File: src/rtl/branch_predict_resolve_unit_if.sv
// Fetch/EX signal bundle for branch_predict_resolve_unit.
// Defining BP_PERF_CNT_EN adds the perf_branches/perf_mispredicts counters.
interface branch_predict_resolve_unit_if #(
    parameter int PC_W = 32
);
    logic [PC_W-1:0] pred_pc;
    logic            pred_taken;
    logic            res_valid;
    logic            res_B;
    logic [2:0]      res_funct3;
    logic            res_Z;
    logic            res_C;
    logic            res_V;
    logic            res_S;
    logic [PC_W-1:0] res_pc;
    logic            res_pred_taken;
    logic            branch;
    logic            mispredict;
    logic            mispredict_taken;
`ifdef BP_PERF_CNT_EN
    logic [31:0]     perf_branches;
    logic [31:0]     perf_mispredicts;
`endif

    modport master (
        output pred_pc, res_valid, res_B, res_funct3, res_Z, res_C, res_V, res_S,
               res_pc, res_pred_taken,
        input  pred_taken, branch, mispredict, mispredict_taken
`ifdef BP_PERF_CNT_EN
        , input perf_branches, perf_mispredicts
`endif
    );

    modport slave (
        input  pred_pc, res_valid, res_B, res_funct3, res_Z, res_C, res_V, res_S,
               res_pc, res_pred_taken,
        output pred_taken, branch, mispredict, mispredict_taken
`ifdef BP_PERF_CNT_EN
        , output perf_branches, perf_mispredicts
`endif
    );
endinterface

File: src/rtl/branch_predict_resolve_unit.sv
// Saturating-counter branch predictor with EX-stage condition resolve and mispredict pulse.
// Defining BP_PERF_CNT_EN adds 32-bit branch and mispredict event counters.
module branch_predict_resolve_unit #(
    parameter int IDX_W = 6,
    parameter int CNT_W = 2,
    parameter int PC_W  = 32
) (
    input  logic                         clk,
    input  logic                         rst,
    branch_predict_resolve_unit_if.slave bus
);
    localparam int unsigned      DEPTH    = 1 << IDX_W;
    localparam logic [CNT_W-1:0] CNT_MAX  = '1;
    localparam logic [CNT_W-1:0] CNT_INIT = CNT_MAX >> 1;

    logic [CNT_W-1:0] r_tbl [DEPTH];
    logic [IDX_W-1:0] w_pred_idx;
    logic [IDX_W-1:0] w_res_idx;
    logic             w_legal;
    logic             w_cond;
    logic             w_qual;
    logic             w_branch;
    logic             w_mis;
    logic             r_mis;
    logic             r_mis_taken;
    logic             w_unused_pc;

    assign w_pred_idx  = bus.pred_pc[IDX_W+1:2];
    assign w_res_idx   = bus.res_pc[IDX_W+1:2];
    assign w_unused_pc = ^{bus.pred_pc[1:0], bus.pred_pc[PC_W-1:IDX_W+2],
                           bus.res_pc[1:0],  bus.res_pc[PC_W-1:IDX_W+2]};

    // Prediction reads the registered table directly; a same-cycle update shows next cycle.
    assign bus.pred_taken = r_tbl[w_pred_idx][CNT_W-1];

    always_comb begin
        w_legal = 1'b1;
        w_cond  = 1'b0;
        case (bus.res_funct3)
            3'b000:  w_cond = bus.res_Z;
            3'b001:  w_cond = !bus.res_Z;
            3'b100:  w_cond = bus.res_S != bus.res_V;
            3'b101:  w_cond = bus.res_S == bus.res_V;
            3'b110:  w_cond = !bus.res_C;
            3'b111:  w_cond = bus.res_C;
            default: w_legal = 1'b0;
        endcase
    end

    assign w_qual     = bus.res_valid & bus.res_B & w_legal;
    assign w_branch   = w_qual & w_cond;
    assign w_mis      = w_qual & (w_branch != bus.res_pred_taken);
    assign bus.branch = w_branch;

    always_ff @(posedge clk or negedge rst) begin
        if (!rst) begin
            for (int unsigned i = 0; i < DEPTH; i++) begin
                r_tbl[i] <= CNT_INIT;
            end
        end else if (w_qual) begin
            if (w_branch) begin
                if (r_tbl[w_res_idx] != CNT_MAX) begin
                    r_tbl[w_res_idx] <= r_tbl[w_res_idx] + CNT_W'(1);
                end
            end else if (r_tbl[w_res_idx] != '0) begin
                r_tbl[w_res_idx] <= r_tbl[w_res_idx] - CNT_W'(1);
            end
        end
    end

    always_ff @(posedge clk or negedge rst) begin
        if (!rst) begin
            r_mis       <= 1'b0;
            r_mis_taken <= 1'b0;
        end else begin
            r_mis       <= w_mis;
            r_mis_taken <= w_mis & w_branch;
        end
    end

    assign bus.mispredict       = r_mis;
    assign bus.mispredict_taken = r_mis_taken;

`ifdef BP_PERF_CNT_EN
    logic [31:0] r_perf_br;
    logic [31:0] r_perf_mis;

    always_ff @(posedge clk or negedge rst) begin
        if (!rst) begin
            r_perf_br  <= '0;
            r_perf_mis <= '0;
        end else begin
            if (w_qual) r_perf_br  <= r_perf_br + 32'd1;
            if (w_mis)  r_perf_mis <= r_perf_mis + 32'd1;
        end
    end

    assign bus.perf_branches    = r_perf_br;
    assign bus.perf_mispredicts = r_perf_mis;
`endif
endmodule

File: src/flat_wrapper.sv
// flat-port wrapper written by rule: the top's interface ports become plain ports
module branch_predict_resolve_unit_flat 
#(
    parameter int IDX_W = 6,
    parameter int CNT_W = 2,
    parameter int PC_W  = 32
)
  (clk, rst, bus_pred_pc, bus_res_valid, bus_res_B, bus_res_funct3, bus_res_Z, bus_res_C, bus_res_V, bus_res_S, bus_res_pc, bus_res_pred_taken, bus_pred_taken, bus_branch, bus_mispredict, bus_mispredict_taken);
  branch_predict_resolve_unit_if #(.PC_W(PC_W)) bus_i ();
  input  logic clk;
  input  logic rst;
  input wire logic [$bits(bus_i.pred_pc)-1:0] bus_pred_pc;
  input wire logic [$bits(bus_i.res_valid)-1:0] bus_res_valid;
  input wire logic [$bits(bus_i.res_B)-1:0] bus_res_B;
  input wire logic [$bits(bus_i.res_funct3)-1:0] bus_res_funct3;
  input wire logic [$bits(bus_i.res_Z)-1:0] bus_res_Z;
  input wire logic [$bits(bus_i.res_C)-1:0] bus_res_C;
  input wire logic [$bits(bus_i.res_V)-1:0] bus_res_V;
  input wire logic [$bits(bus_i.res_S)-1:0] bus_res_S;
  input wire logic [$bits(bus_i.res_pc)-1:0] bus_res_pc;
  input wire logic [$bits(bus_i.res_pred_taken)-1:0] bus_res_pred_taken;
  output wire logic [$bits(bus_i.pred_taken)-1:0] bus_pred_taken;
  output wire logic [$bits(bus_i.branch)-1:0] bus_branch;
  output wire logic [$bits(bus_i.mispredict)-1:0] bus_mispredict;
  output wire logic [$bits(bus_i.mispredict_taken)-1:0] bus_mispredict_taken;
  assign bus_i.pred_pc = bus_pred_pc;
  assign bus_i.res_valid = bus_res_valid;
  assign bus_i.res_B = bus_res_B;
  assign bus_i.res_funct3 = bus_res_funct3;
  assign bus_i.res_Z = bus_res_Z;
  assign bus_i.res_C = bus_res_C;
  assign bus_i.res_V = bus_res_V;
  assign bus_i.res_S = bus_res_S;
  assign bus_i.res_pc = bus_res_pc;
  assign bus_i.res_pred_taken = bus_res_pred_taken;
  assign bus_pred_taken = bus_i.pred_taken;
  assign bus_branch = bus_i.branch;
  assign bus_mispredict = bus_i.mispredict;
  assign bus_mispredict_taken = bus_i.mispredict_taken;
  branch_predict_resolve_unit #(.IDX_W(IDX_W), .CNT_W(CNT_W), .PC_W(PC_W)) u_core (.clk(clk), .rst(rst), .bus(bus_i));
endmodule
File: config.mk
export PLATFORM = sky130hd
export DESIGN_NAME = branch_predict_resolve_unit_flat
export DESIGN_NICKNAME = d
export VERILOG_FILES = /design/src/rtl/branch_predict_resolve_unit_if.sv /design/src/rtl/branch_predict_resolve_unit.sv /design/src/flat_wrapper.sv
export SDC_FILE = /design/constraint.sdc
export NUM_CORES = 1
export LEC_CHECK = 0
export BUFFER_PORTS_ARGS = -buffer_cell sky130_fd_sc_hd__buf_2
export CORE_ASPECT_RATIO = 0.7
export CORE_MARGIN = 2
export CORE_UTILIZATION = 30
export CTS_CLUSTER_SIZE = 25
export DETAILED_ROUTE_END_ITERATION = 16
export PLACE_DENSITY_LB_ADDON = 0.25
export SYNTH_ARGS = -nofsm -noshare
export SYNTH_HDL_FRONTEND = slang
export SYNTH_SLANG_ARGS = --single-unit
File: constraint.sdc
create_clock -name clk -period 3.8 [get_ports clk]
set_clock_uncertainty 0.1 [all_clocks]
set_input_delay 0.76 -clock clk [delete_from_list [all_inputs] [get_ports clk]]
set_output_delay 0.76 -clock clk [all_outputs]
set_load 0.005 [all_outputs]
==> metrics <==
status complete, no violations; Final Util 38.6%; vias in the first global route around 5600; sw power 1.06 mW; Period minus WS final 3.69 ns; CTS tree yes; Setup Fix Bufs, Post-CTS 0; Worst setup EP type flop; FMAX between 200 and 300 MHz; overall routed net length between 20000 and 25000 µm; Fin. Hold Viols 0; crit-path max cell delay about 0.34 ns; Detailed Route Iter0 Violations between 400 and 500; fraction of layout cells with a size suffix above 1 between 50% and 60%; Slowest cell on crit path nor3_2; crit path cell chain clkbuf_4 -> buf_4 -> buf_4 -> and2_1 -> a22o_1 -> a32oi_1 -> a21oi_1 -> nor3_2 -> nand3_1 -> ha_2 -> mux2_4 -> buf_12 -> nor3_2 -> buf_4 -> mux2_2; Seq pwr share around two fifths; # setup viols final 0; combinational power share about 15%; Initial Util around 31%; maximum fanout along the worst path 11; Longest Clk Path Bufs 2; Max Slew Vio Count 0; crit path DAT a little under 4 ns; NumNets Final 737; post-synth top area cell dfstp_2; sequential-to-total area share from yosys stat between 40% and 50%; crit path launch type primary input; Num CTS Buffers 17; Synth cell types 50; Final period util between 90% and 100%; die width between 150 and 200 µm; Wirelength per Cell 22.8 µm; LEAKAGE between 3 and 4 nW; Post-CTS Hold Fix Bufs 0; largest cells by area after synthesis dfstp_2, dfrtp_1, mux2_2, mux4_2, nand3_1; Yosys reg bits between 100 and 150; Finished Cell Area between 9000 and 10000 µm²; Final Non-Filler Cells 990; Core ar. roughly 24000 µm²; Pint about 3.0 mW; most frequent cells in the layout mux2_2, buf_4, dfrtp_1, dfstp_2, nand3_1; insertion delay to the later sink of the worst-skew pair between 0.4 and 0.5 ns; number of enable flip-flop cells after synthesis 0; ant diodes 0; asr flop ratio synth 100%; Ports 80; Setup CP Type in -> reg; # rows between 40 and 50; DR vias approximately 5400; synthesized instance count roughly 570; leading cell type in the layout, fill and taps excluded mux2_2; dpl cells 958; HPWL after DPL 16600 µm; GRT overflow 0; global-route wire length before repair between 30000 and 40000 µm; Synth Warn # 0; max-capacitance violation count 0; clock root cell clkbuf_16; Worst-Margin Slew around 0.72 ns; Die Ht around 130 µm; Worst slew margin 51.7%; largest net degree at the start of global routing 57; Die Area 25600 µm²; placed inst area between 8000 and 9000 µm²; share of power burned in the clock network a little under half; setup TNS 0 ns; Total GRT Usage roughly a fifth; initial antenna violation count 0; antenna viol nets, final 0; Port Buffers 27; syn_area_per_cell 12.7 µm²; cell area after synthesis around 7300 µm²; drt pass-1 iters 5; VDD IR max ~0.00031 V; switch share roughly 26%; clk sinks 130; Critical Path RT 4.01 ns; CP dominant cell by count buf_4; Routability Congestion 0.856; Pwr Total roughly 4 mW; power per cell area between 400 and 500 nW/µm²; area share of the largest cell type after synthesis a little under a quarter; Synth Flop Type dfrtp_1; worst min path class in -> async; Area growth syn-to-layout 25.6%; clk slew on worst S/H paths 0.06 ns; H-tree levels 4; Via density 5.41; DRC violations left 0; Synth Net Count between 600 and 700
## critical path, delay by kind of cell
| family | cells | cell delay [ns] |
|---|---|---|
| adders and majority gates | 1 | 0.21 |
| and+or+nand+nor | 4 | 0.89 |
| buffers and inverters | 5 | 0.81 |
| AOI/OAI and AO/OA | 3 | 0.55 |
| muxes | 2 | 0.65 |
## worst paths after layout
| path | startpoint | endpoint | slack, ns | depth (start not counted) |
|---|---|---|---|---|
| max | bus_res_pc[3] | u_core.r_tbl[97] | 0.11 | 15 |
| min | rst | u_core.r_tbl[7] | 0.30 | 1 |
| max reg2reg | u_core.r_tbl[115] | u_core.r_tbl[97] | 0.40 | 12 |
| min reg2reg | u_core.r_tbl[75] | u_core.r_tbl[75] | 0.43 | 1 |
| max in group asynchronous | rst | async pin | 2.43 | 2 |
| min in group clk | bus_res_pred_taken | u_core.bus.mispredict_taken | 0.42 | 2 |
## cell families (layout without fill, tap and decap cells)
kind of cell | count (synthesis) | after routing | synth area share (%)
buffers and inverters | 47 | 145 | 3.10
DFF | 130 | 130 | 45.6
xor gates and xnor gates | 6 | 6 | 0.823
and+or+nand+nor | 150 | 150 | 10.9
muxes | 188 | 188 | 33.7
AOI/OAI and AO/OA | 51 | 51 | 5.47
adders and majority gates | 2 | 2 | 0.343
## cell usage after synthesis (3+ instances only)
| master | n |
|---|---|
| a221oi_1 | 7 |
| mux2_2 | 137 |
| dfstp_2 | 64 |
| nand3b_1 | 3 |
| o22ai_1 | 4 |
| buf_4 | 4 |
| nor3_1 | 20 |
| and3b_1 | 3 |
| nor2_1 | 22 |
| and2_1 | 7 |
| a22oi_1 | 10 |
| nor3b_1 | 3 |
| a211oi_1 | 5 |
| clkbuf_1 | 13 |
| dfrtp_1 | 66 |
| nand2_1 | 22 |
| xnor2_1 | 3 |
| a21oi_1 | 8 |
| nor3_2 | 3 |
| and3_1 | 8 |
| mux2_1 | 6 |
| buf_2 | 22 |
| inv_1 | 4 |
| nand4_1 | 15 |
| nor2b_1 | 5 |
| o2bb2ai_1 | 3 |
| mux4_2 | 32 |
| mux2i_1 | 13 |
| nand3_1 | 33 |
| or3_1 | 3 |
## power by group through the flow
stage	clock (mW)	sequential [mW]	combinational, mW
after CTS	1.89	1.61	0.626
after global routing	1.96	1.62	0.678
after floorplan	0	1.60	0.359
final	1.85	1.61	0.632
after detailed placement	0	1.63	0.623
after global placement	0	1.62	0.614
## timing repair
action | in CTS | in global routing
setup endpoints to repair | 4 | 34
pin swaps | 0 | 3
hold endpoints to repair | 0 | 0
resized for setup | 2 | 11
## per-layer routing
metal | track usage [%] | share of wire (%) | vias to the layer above
met5 | 0 | 0 | -
met4 | 4.78 | 1.2 | 0
met3 | 4.16 | 7.9 | 23
met2 | 26.9 | 42 | 200
met1 | 28.2 | 48 | 2770
li1 | - | - | 2361
## final cells by class
class	count	area, µm²
Clock buffer	20	457
Clock inverter	12	205
Fill cell	2287	14600
Inverter	5	18.8
Multi-Input combinational cell	397	3850
Sequential cell	130	3330
Tap cell	318	398
Timing Repair Buffer	108	908
## metrics by stage
| step | hold WS, ns | setup WS, ns |
|---|---|---|
| floorplan | 0.364 | -0.0354 |
| global placement | 0.402 | -0.488 |
| detailed placement | 0.416 | -0.504 |
| CTS | 0.305 | 0.00151 |
| global route | 0.349 | -0.00823 |
| finish | 0.301 | 0.114 |
(Power assumes the default switching activity.)
